$ cat config.mk
export PLATFORM = sky130hd
export DESIGN_NAME = risc_debug_port
export DESIGN_NICKNAME = d
export VERILOG_FILES = /design/src/rtl/risc_dbg_pkg.sv /design/src/rtl/risc_dbg_rdlat.sv /design/src/rtl/risc_debug_port.sv
export SDC_FILE = /design/constraint.sdc
export NUM_CORES = 1
export LEC_CHECK = 0
export ABC_CLOCK_PERIOD_IN_PS = 1900
export CAP_MARGIN = 20
export CELL_PAD_IN_SITES_DETAIL_PLACEMENT = 0
export CELL_PAD_IN_SITES_GLOBAL_PLACEMENT = 2
export CORE_ASPECT_RATIO = 1.2
export CORE_UTILIZATION = 15
export CTS_CLUSTER_SIZE = 25
export DETAILED_ROUTE_END_ITERATION = 10
export GPL_ROUTABILITY_DRIVEN = 0
export HOLD_SLACK_MARGIN = 0.15
export PLACE_DENSITY = 0.9
export RECOVER_POWER = 50
export SLEW_MARGIN = 20
export SYNTH_ARGS = -nofsm -noshare
export SYNTH_HDL_FRONTEND = slang
export SYNTH_SLANG_ARGS = --single-unit
$ cat constraint.sdc
create_clock -name i_clk -period 1.9 [get_ports i_clk]
set_clock_uncertainty 0.05 [all_clocks]
set_input_delay 0.38 -clock i_clk [delete_from_list [all_inputs] [get_ports i_clk]]
set_output_delay 0.38 -clock i_clk [all_outputs]
set_load 0.005 [all_outputs]
$ cat src/rtl/risc_dbg_pkg.sv
// Shared types and default parameters for the risc_debug_port halt/debug arbiter.
package risc_dbg_pkg;

  // Arbiter states: processor owns port B (StRun, StDrain) or debug owns it (StHalted, StRdWait).
  typedef enum logic [1:0] {
    StRun    = 2'd0,
    StDrain  = 2'd1,
    StHalted = 2'd2,
    StRdWait = 2'd3
  } dbg_state_e;

  localparam int unsigned DefDw    = 32;
  localparam int unsigned DefAw    = 12;
  localparam int unsigned DefRdLat = 1;

endpackage

$ cat src/rtl/risc_dbg_rdlat.sv
// Read-latency down-counter: loaded on a debug read handshake, signals o_done in the cycle
// where memory read data is valid.
module risc_dbg_rdlat #(
  parameter int unsigned RD_LAT = 1
) (
  input  logic i_clk,
  input  logic i_rst,
  input  logic i_load,
  input  logic i_active,
  output logic o_done
);

  localparam int unsigned CW = (RD_LAT > 1) ? $clog2(RD_LAT) : 1;
  localparam logic [CW-1:0] LoadVal = CW'(RD_LAT - 1);

  logic [CW-1:0] r_cnt;

  // Count down from RD_LAT-1 while a read is waiting; hold at zero otherwise.
  always_ff @(posedge i_clk) begin
    if (i_rst) begin
      r_cnt <= '0;
    end else if (i_load) begin
      r_cnt <= LoadVal;
    end else if (i_active && (r_cnt != '0)) begin
      r_cnt <= r_cnt - CW'(1);
    end
  end

  assign o_done = i_active & (r_cnt == '0);

endmodule

$ cat src/rtl/risc_debug_port.sv
// Halt/debug arbiter for memory port B. Passes processor traffic through while running, stalls
// the processor at a safe point on a halt request, then serves single-word debug reads/writes.
// Optional feature: define RISC_DBG_AUTOINC_EN to add i_dbg_inc and an auto-incrementing
// debug address pointer.
module risc_debug_port
  import risc_dbg_pkg::*;
#(
  parameter int unsigned DW     = DefDw,
  parameter int unsigned AW     = DefAw,
  parameter int unsigned RD_LAT = DefRdLat
) (
  input  logic          i_clk,
  input  logic          i_rst,
  input  logic          i_hlt_req,
  output logic          o_hlt_ack,
  output logic          o_cpu_hlt,
  input  logic          i_cpu_idle,
  input  logic          i_cpu_web,
  input  logic [AW-1:0] i_cpu_addrb,
  input  logic [DW-1:0] i_cpu_dinb,
  output logic [DW-1:0] o_cpu_doutb,
  input  logic          i_dbg_valid,
`ifdef RISC_DBG_AUTOINC_EN
  input  logic          i_dbg_inc,
`endif
  output logic          o_dbg_ready,
  input  logic          i_dbg_we,
  input  logic [AW-1:0] i_dbg_addr,
  input  logic [DW-1:0] i_dbg_wdata,
  output logic          o_dbg_rvalid,
  output logic [DW-1:0] o_dbg_rdata,
  output logic          o_mem_web,
  output logic [AW-1:0] o_mem_addrb,
  output logic [DW-1:0] o_mem_dinb,
  input  logic [DW-1:0] i_mem_doutb
);

  dbg_state_e    r_state;
  dbg_state_e    w_state_next;
  logic          w_hs;
  logic          w_rd_hs;
  logic          w_wr_hs;
  logic          w_rd_done;
  logic [AW-1:0] w_dbg_addr;
  logic [AW-1:0] r_rd_addr;
  logic [DW-1:0] r_rdata;
  logic          r_rvalid;

  // Debug is only ready in StHalted, so a handshake implies that state.
  assign w_hs    = (r_state == StHalted) & i_dbg_valid;
  assign w_rd_hs = w_hs & ~i_dbg_we;
  assign w_wr_hs = w_hs & i_dbg_we;

`ifdef RISC_DBG_AUTOINC_EN
  logic [AW-1:0] r_ptr;

  assign w_dbg_addr = i_dbg_inc ? r_ptr : i_dbg_addr;

  // Pointer always advances past the address just used, whichever source supplied it.
  always_ff @(posedge i_clk) begin
    if (i_rst) begin
      r_ptr <= '0;
    end else if (w_hs) begin
      r_ptr <= w_dbg_addr + AW'(1);
    end
  end
`else
  assign w_dbg_addr = i_dbg_addr;
`endif

  risc_dbg_rdlat #(
    .RD_LAT (RD_LAT)
  ) u_rdlat (
    .i_clk    (i_clk),
    .i_rst    (i_rst),
    .i_load   (w_rd_hs),
    .i_active (r_state == StRdWait),
    .o_done   (w_rd_done)
  );

  // State register.
  always_ff @(posedge i_clk) begin
    if (i_rst) begin
      r_state <= StRun;
    end else begin
      r_state <= w_state_next;
    end
  end

  // Next-state logic; an accepted access always wins over a dropped halt request.
  always_comb begin
    w_state_next = r_state;
    unique case (r_state)
      StRun: begin
        if (i_hlt_req) w_state_next = StDrain;
      end
      StDrain: begin
        if (!i_hlt_req)     w_state_next = StRun;
        else if (i_cpu_idle) w_state_next = StHalted;
      end
      StHalted: begin
        if (w_rd_hs)         w_state_next = StRdWait;
        else if (w_wr_hs)    w_state_next = StHalted;
        else if (!i_hlt_req) w_state_next = StRun;
      end
      StRdWait: begin
        if (w_rd_done) w_state_next = StHalted;
      end
      default: w_state_next = StRun;
    endcase
  end

  // Read address capture and read-data return; reset mid-read discards the pending result.
  always_ff @(posedge i_clk) begin
    if (i_rst) begin
      r_rd_addr <= '0;
      r_rdata   <= '0;
      r_rvalid  <= 1'b0;
    end else begin
      r_rvalid <= w_rd_done;
      if (w_rd_hs)   r_rd_addr <= w_dbg_addr;
      if (w_rd_done) r_rdata   <= i_mem_doutb;
    end
  end

  // Output decode: port-B mux and handshake/status flags; everything low while in reset.
  always_comb begin
    o_hlt_ack    = 1'b0;
    o_cpu_hlt    = 1'b0;
    o_dbg_ready  = 1'b0;
    o_cpu_doutb  = '0;
    o_mem_web    = 1'b0;
    o_mem_addrb  = '0;
    o_mem_dinb   = '0;
    o_dbg_rvalid = r_rvalid;
    o_dbg_rdata  = r_rdata;
    if (!i_rst) begin
      unique case (r_state)
        StRun, StDrain: begin
          o_cpu_hlt   = (r_state == StDrain);
          o_mem_web   = i_cpu_web;
          o_mem_addrb = i_cpu_addrb;
          o_mem_dinb  = i_cpu_dinb;
          o_cpu_doutb = i_mem_doutb;
        end
        StHalted: begin
          o_cpu_hlt   = 1'b1;
          o_hlt_ack   = 1'b1;
          o_dbg_ready = 1'b1;
          o_mem_web   = w_wr_hs;
          o_mem_addrb = w_dbg_addr;
          o_mem_dinb  = i_dbg_wdata;
        end
        StRdWait: begin
          o_cpu_hlt   = 1'b1;
          o_hlt_ack   = 1'b1;
          o_mem_addrb = r_rd_addr;
          o_mem_dinb  = i_dbg_wdata;
        end
        default: ;
      endcase
    end
  end

endmodule
==> results of run 1 <==
metal layers:
layer  GRT usage (%)  up-vias
met2           22.36      121
met4           2.651        0
met5               0        -
met1           13.01     1578
li1                -     1800
met3           3.021        8
report_power, final:
group / internal [mW] / total (mW) / switching, mW
Sequential: 1.02 / 1.03 / 0.0136
Combinational: 0.614 / 0.952 / 0.338
Clock: 0.567 / 0.959 / 0.391
cell families after synthesis:
logic type      share of synthesized area [%]
simple gates                            28.93
mux                                     17.14
buf+inv                                 6.213
compound gates                          12.88
flops                                   34.83
cell type report:
cell class	instances	area [µm²]	share of cell area (%)
Clock buffer	7	153.9	2.489
Clock inverter	1	5.005	0.08094
Inverter	2	7.507	0.1214
Multi-Input combinational cell	288	1720	27.82
Sequential cell	48	968.4	15.66
Tap cell	220	275.3	4.452
Timing Repair Buffer	316	3053	49.37
synth_stat cells, drive strengths merged, types with 2 or more instances:
master,instances
a211oi,12
a21oi,46
and2,33
buf,19
clkbuf,13
dfxtp,48
inv,2
mux2i,45
nand2,88
nand2b,3
nor2,49
nor2b,2
o21ai,2
repair_timing:
action,in CTS,in global routing
pin swaps,2,10
resized for setup,81,133
cloned,0,4
endpoints found under the setup margin,80,77
hold endpoints to repair,0,0
buffers inserted,3,20
state kept, by name, indices dropped and copies added (netlist names):
register and count:
o_dbg_rvalid 1, o_dbg_rdata 32, r_rd_addr 12, r_state 2, u_rdlat.r_cnt 1
final timing paths:
check | from | to | cells past startpoint
max | r_state[1]$_SDFFE_PP0P_ | o_mem_dinb[23] | 7
min | o_dbg_rdata[0]$_SDFFE_PP0P_ | o_dbg_rdata[0]$_SDFFE_PP0P_ | 2
max reg2reg | r_state[1]$_SDFFE_PP0P_ | r_state[0]$_SDFFE_PP0P_ | 4
min reg2reg | o_dbg_rdata[0]$_SDFFE_PP0P_ | o_dbg_rdata[0]$_SDFFE_PP0P_ | 2
worst max-delay path, delay by kind of cell (launching register included):
family	cells	cell delay (ns)
flip-flops	1	0.42
AND/OR/NAND/NOR	1	0.05
multiplexers	1	0.16
buffers and inverters	5	0.68
==> results.sh, run 1 <==
export IMPL_wl_met1_um=4988
export IMPL_fp_row_count=53
export IMPL_die_h_um=150.6
export IMPL_crit_top_cell="buf_6"
export IMPL_postLayoutCoreUtil_pct=34.79
export IMPL_pre_cts_ws_ns=-0.3912
export IMPL_dp_hpwl_um=8800
export IMPL_ios=240
export IMPL_async_flop_share_pct=0
export IMPL_synth_seq_cells=48
export IMPL_nFillCells=1884
export IMPL_cts_sinks=48
export IMPL_synth_enable_flop_cells=0
export IMPL_synth_ff_type="dfxtp_1"
export IMPL_drive_above_1_share_pct=22.36
export IMPL_vias_per_cell=3.976
export IMPL_clk_pin_slew_ns=0.07
export IMPL_cp_max_fo=7
export IMPL_finalSetupTns_ns=-0.4234
export IMPL_via_count=3507
export IMPL_fin_cells=882
export IMPL_dp_cells=848
export IMPL_whs_ns=0.4032
export IMPL_syn_area_um2=2759
export IMPL_yosys_area_top_type_share_pct=34.83
export IMPL_outcome="complete, but fails checks"
export IMPL_setup_viol=8
export IMPL_area_delta_synth_final_pct=124.1
export IMPL_gr_total_overflow=0
export IMPL_endpoint_kind="output pin"
export IMPL_cts_inserted_buffers=5
export IMPL_antenna_found_initial=0
export IMPL_hp_class="flip-flop to flip-flop"
export IMPL_rrSetupSlack_ns=0.33
export IMPL_period_share_pct=106.4
export IMPL_cts_root_buf="clkbuf_16"
export IMPL_synth_nets=497
export IMPL_final_max_slew_viol_count=0
export IMPL_crit_chain="buf_6, buf_6, buf_6, buf_6, mux2i_1, nor2_1, dlygate4sd2_1"
export IMPL_port_buffers=239
export IMPL_wl_met3_um=736
export IMPL_final_area_um2=6183
export IMPL_core_um2=17770
export IMPL_wl_per_cell_um=13.72
export IMPL_grt_max_degree=33
export IMPL_tightest_slew_ns=0.3076
export IMPL_slew_headroom_pct=78.96
export IMPL_wl_met2_um=6280
export IMPL_syn_area_per_cell_um2=7.456
export IMPL_grt_pass1_wl_um=17560
export IMPL_clk_latency_ns=0.29
export IMPL_wirelength_um=12100
export IMPL_maxCapViolCount=0
export IMPL_critical_path_max_stage_delay_ns=0.42
export IMPL_initial_core_util_pct=15.52
export IMPL_final_common_cell="clkdlybuf4s50_1"
export IMPL_ys_seq_area_share_pct=34.83
export IMPL_cp_required_ns=1.47
export IMPL_p_per_area_nw_per_um2=476.2
export IMPL_ir_drop_v=0.0003111
export IMPL_antennaDiodeCount=0
export IMPL_route_top_layer_used="met4"
export IMPL_synth_area_leaders="dfxtp_1 (35%), mux2i_1 (16%), nand2_1 (12%)"
export IMPL_hold_viol_final=0
export IMPL_grt_pass1_vias=3352
export IMPL_grt_usage_pct=11.75
export IMPL_cts_tree="yes"
export IMPL_h_tree_depth=2
export IMPL_arrival_ns=1.59
export IMPL_yosysWarningCount=0
export IMPL_postCtsHoldBufs=0
export IMPL_ys_types=23
export IMPL_nets=788
export IMPL_period_needed_ns=2.022
export IMPL_placed_area_um2=5749
export IMPL_violations="setup timing"
export IMPL_chipWidth_um=125.8
export IMPL_power_mw=2.945
export IMPL_rsz0062_at_grt="true"
export IMPL_cp_start_kind="flip-flop"
export IMPL_drt_iter0_drc=76
export IMPL_drt_first_pass_iters=4
export IMPL_ant_nets=0
export IMPL_cts_buffer_depth=2
export IMPL_final_cell_mix="clkdlybuf4s50_1 (155), nand2_1 (88), buf_4 (53)"
export IMPL_drc=0
export IMPL_timing_final_ws_setup_ns=-0.1215
export IMPL_die_area_um2=18940
export IMPL_power_leakage_nw=2.800
export IMPL_crit_slowest_cell="dfxtp_4"
export IMPL_synthCells=370
export IMPL_crit_type="flip-flop to output pin"
export IMPL_fmax_ghz=0.4947
export IMPL_synth_top_area_cell="dfxtp_1"
(Power assumes the default switching activity.)
==> run 2, diff against run 1 <==
Settings changed: ABC_CLOCK_PERIOD_IN_PS 1900 to 2400, CORE_UTILIZATION 15 to 16, PLACE_DENSITY 0.9 to 0.94, TNS_END_PERCENT set to 5.
Clock period 1.9 ns to 2.4 ns, I/O delays scaled along.
==> run 2 against run 1 <==
Effect of this change:
- the run now ends clean
- critical path depth down 3
- via count decreased by 3.4%
- sequential share of layout area increased by 1.5 points
- largest power group unchanged
- cell area shrank 9.0%
- largest cell class unchanged
- wire length down 11%
- register-to-register slack worse by 0.12 ns
- worst hold slack hardly changed
==> results.sh, run 2 (same netlist as run 1, synthesis figures left out) <==
export IMPL_grt_pass1_wl_um=16610
export IMPL_setup_viol=0
export IMPL_final_cell_mix="clkdlybuf4s50_1 (193), nand2_1 (88), nor2_1 (48)"
export IMPL_critical_path_max_stage_delay_ns=0.54
export IMPL_period_share_pct=97.74
export IMPL_fp_row_count=52
export IMPL_r2r_end="r_state[0]$_SDFFE_PP0P_"
export IMPL_slew_headroom_pct=54.52
export IMPL_fmax_ghz=0.4263
export IMPL_finalSetupTns_ns=0
export IMPL_crit_top_cell="clkdlybuf4s50_1"
export IMPL_crit_chain="clkdlybuf4s50_1, mux2i_1, a211oi_1, clkdlybuf4s50_1"
export IMPL_cts_tree="yes"
export IMPL_area_delta_synth_final_pct=103.9
export IMPL_r2r_start="r_state[1]$_SDFFE_PP0P_"
export IMPL_postLayoutCoreUtil_pct=33.39
export IMPL_crit_slowest_cell="clkdlybuf4s50_1"
export IMPL_hp_class="flip-flop to flip-flop"
export IMPL_outcome="finished clean"
export IMPL_tightest_slew_ns=0.6821
export IMPL_intPower_mw=1.660
export IMPL_maxCapViolCount=0
export IMPL_endpoint_kind="output pin"
export IMPL_die_area_um2=17770
export IMPL_largest_reg_flops=32
export IMPL_core_um2=16850
export IMPL_p_clk_share_pct=32.3
export IMPL_dp_cells=809
export IMPL_final_max_slew_viol_count=0
export IMPL_rrSetupSlack_ns=0.21
export IMPL_combPwrFrac_pct=30.4
export IMPL_period_needed_ns=2.346
export IMPL_drt_first_pass_iters=4
export IMPL_cts_inserted_buffers=5
export IMPL_ir_drop_v=0.0002459
export IMPL_min_path_cells=2
export IMPL_fin_cells=822
export IMPL_gr_total_overflow=0
export IMPL_rsz0062_at_grt="false"
export IMPL_clk_latency_ns=0.28
export IMPL_grt_usage_pct=11.77
export IMPL_power_mw=2.203
export IMPL_r2r_worst_path_cells=5
export IMPL_via_count=3387
export IMPL_antennaDiodeCount=0
export IMPL_dp_hpwl_um=8600
export IMPL_sw_frac_of_total_pct=24.62
export IMPL_ios=240
export IMPL_cp_start_kind="input port"
export IMPL_pre_cts_ws_ns=-0.1523
export IMPL_hold_viol_final=0
export IMPL_cts_sinks=48
export IMPL_p_per_area_nw_per_um2=391.5
export IMPL_timing_final_ws_setup_ns=0.05430
export IMPL_drive_above_1_share_pct=5.941
export IMPL_min_delay_start="o_dbg_rdata[21]$_SDFFE_PP0P_"
export IMPL_grt_max_degree=55
export IMPL_final_area_um2=5627
export IMPL_initial_core_util_pct=16.37
export IMPL_hold_end="o_dbg_rdata[21]$_SDFFE_PP0P_"
export IMPL_chipWidth_um=121.9
export IMPL_cts_root_buf="clkbuf_16"
export IMPL_power_leakage_nw=2.121
export IMPL_vias_per_cell=4.120
export IMPL_whs_ns=0.4030
export IMPL_grt_pass1_vias=3311
export IMPL_wirelength_um=10760
export IMPL_final_common_cell="clkdlybuf4s50_1"
export IMPL_crit_type="input port to output pin"
export IMPL_antenna_found_initial=0
export IMPL_drc=0
export IMPL_wl_per_cell_um=13.08
export IMPL_power_switching_uw=542.3
export IMPL_drt_iter0_drc=116
export IMPL_cp_required_ns=1.87
export IMPL_ant_nets=0
export IMPL_cp_max_fo=2
export IMPL_cts_buffer_depth=2
export IMPL_die_h_um=145.8
export IMPL_h_tree_depth=2
export IMPL_arrival_ns=1.82
export IMPL_placed_area_um2=5429
export IMPL_clk_pin_slew_ns=0.06
export IMPL_nets=733
export IMPL_port_buffers=239
export IMPL_pwr_share_seq_pct=37.3
## run 2: cell count changes in the layout (fill, tap and decap cells not counted), sizes merged
cell           delta
buf              -67
dlygate4sd3      +31
clkdlybuf4s50    +38
clkbuf           -29
dlygate4sd2       +5
dlymetal6s2s     -30
clkdlybuf4s15     -4
## run 2: area by class of cell
| class | count | area (µm²) |
|---|---|---|
| fillers | 1755 | 11220 |
| repair buffers | 261 | 2599 |
| multi-input cells | 288 | 1637 |
| flip-flops and latches | 48 | 965.9 |
| well taps | 216 | 270.3 |
| clock buffers | 6 | 138.9 |
| clock inverters | 1 | 8.758 |
| inverters | 2 | 7.507 |
## run 2: worst max-delay path: cells and delay by family
family,cells,cell delay (ns)
AO/OA/AOI/OAI,1,0.25
buffers and inverters,2,1.02
multiplexers,1,0.07
## run 2: how the worst max path moves through the flow
stage                       startpoint              to  slack (ns)  cells past startpoint
3_3_place_gp               i_dbg_valid       o_mem_web       -0.14                      4
4_1_cts        r_state[1]$_SDFFE_PP0P_  o_mem_addrb[8]       -0.04                      4
5_1_grt                  i_dbg_addr[9]  o_mem_addrb[9]       0.003                      4
3_5_place_dp                  i_dbg_we       o_mem_web       -0.15                      4
2_1_floorplan                    i_rst       o_cpu_hlt        0.75                      3
6_report                 i_dbg_addr[9]  o_mem_addrb[9]        0.05                      4
## run 2: repair_timing
action	CTS	global route
setup endpoints to repair	12	39
gates cloned	0	0
endpoints found under the hold margin	0	0
pin swaps	2	0
gates resized for setup	12	5
setup buffers	0	6
hold buffers	0	0
## run 2: layer usage
layer  global-route usage (%)  routed length [µm]
met5                        0                   0
met4                    3.148                 141
met3                    2.704                 797
met2                    22.99                5760
met1                    12.15                4056
## run 2: power groups by stage
stage	combinational, mW	sequential, mW	clock [mW]
after floorplan	0.224	0.831	0
after global placement	0.671	0.841	0
after detailed placement	0.677	0.841	0
after CTS	0.676	0.823	0.738
after global routing	0.723	0.823	0.767
final	0.669	0.822	0.712
==> run 3, diff against run 2 <==
Settings changed: ABC_CLOCK_PERIOD_IN_PS 2400 to not set, GPL_ROUTABILITY_DRIVEN 0 to not set.
==> results of run 3 <==
Same layout as run 2: the final DEF is identical, and so are final timing and power.
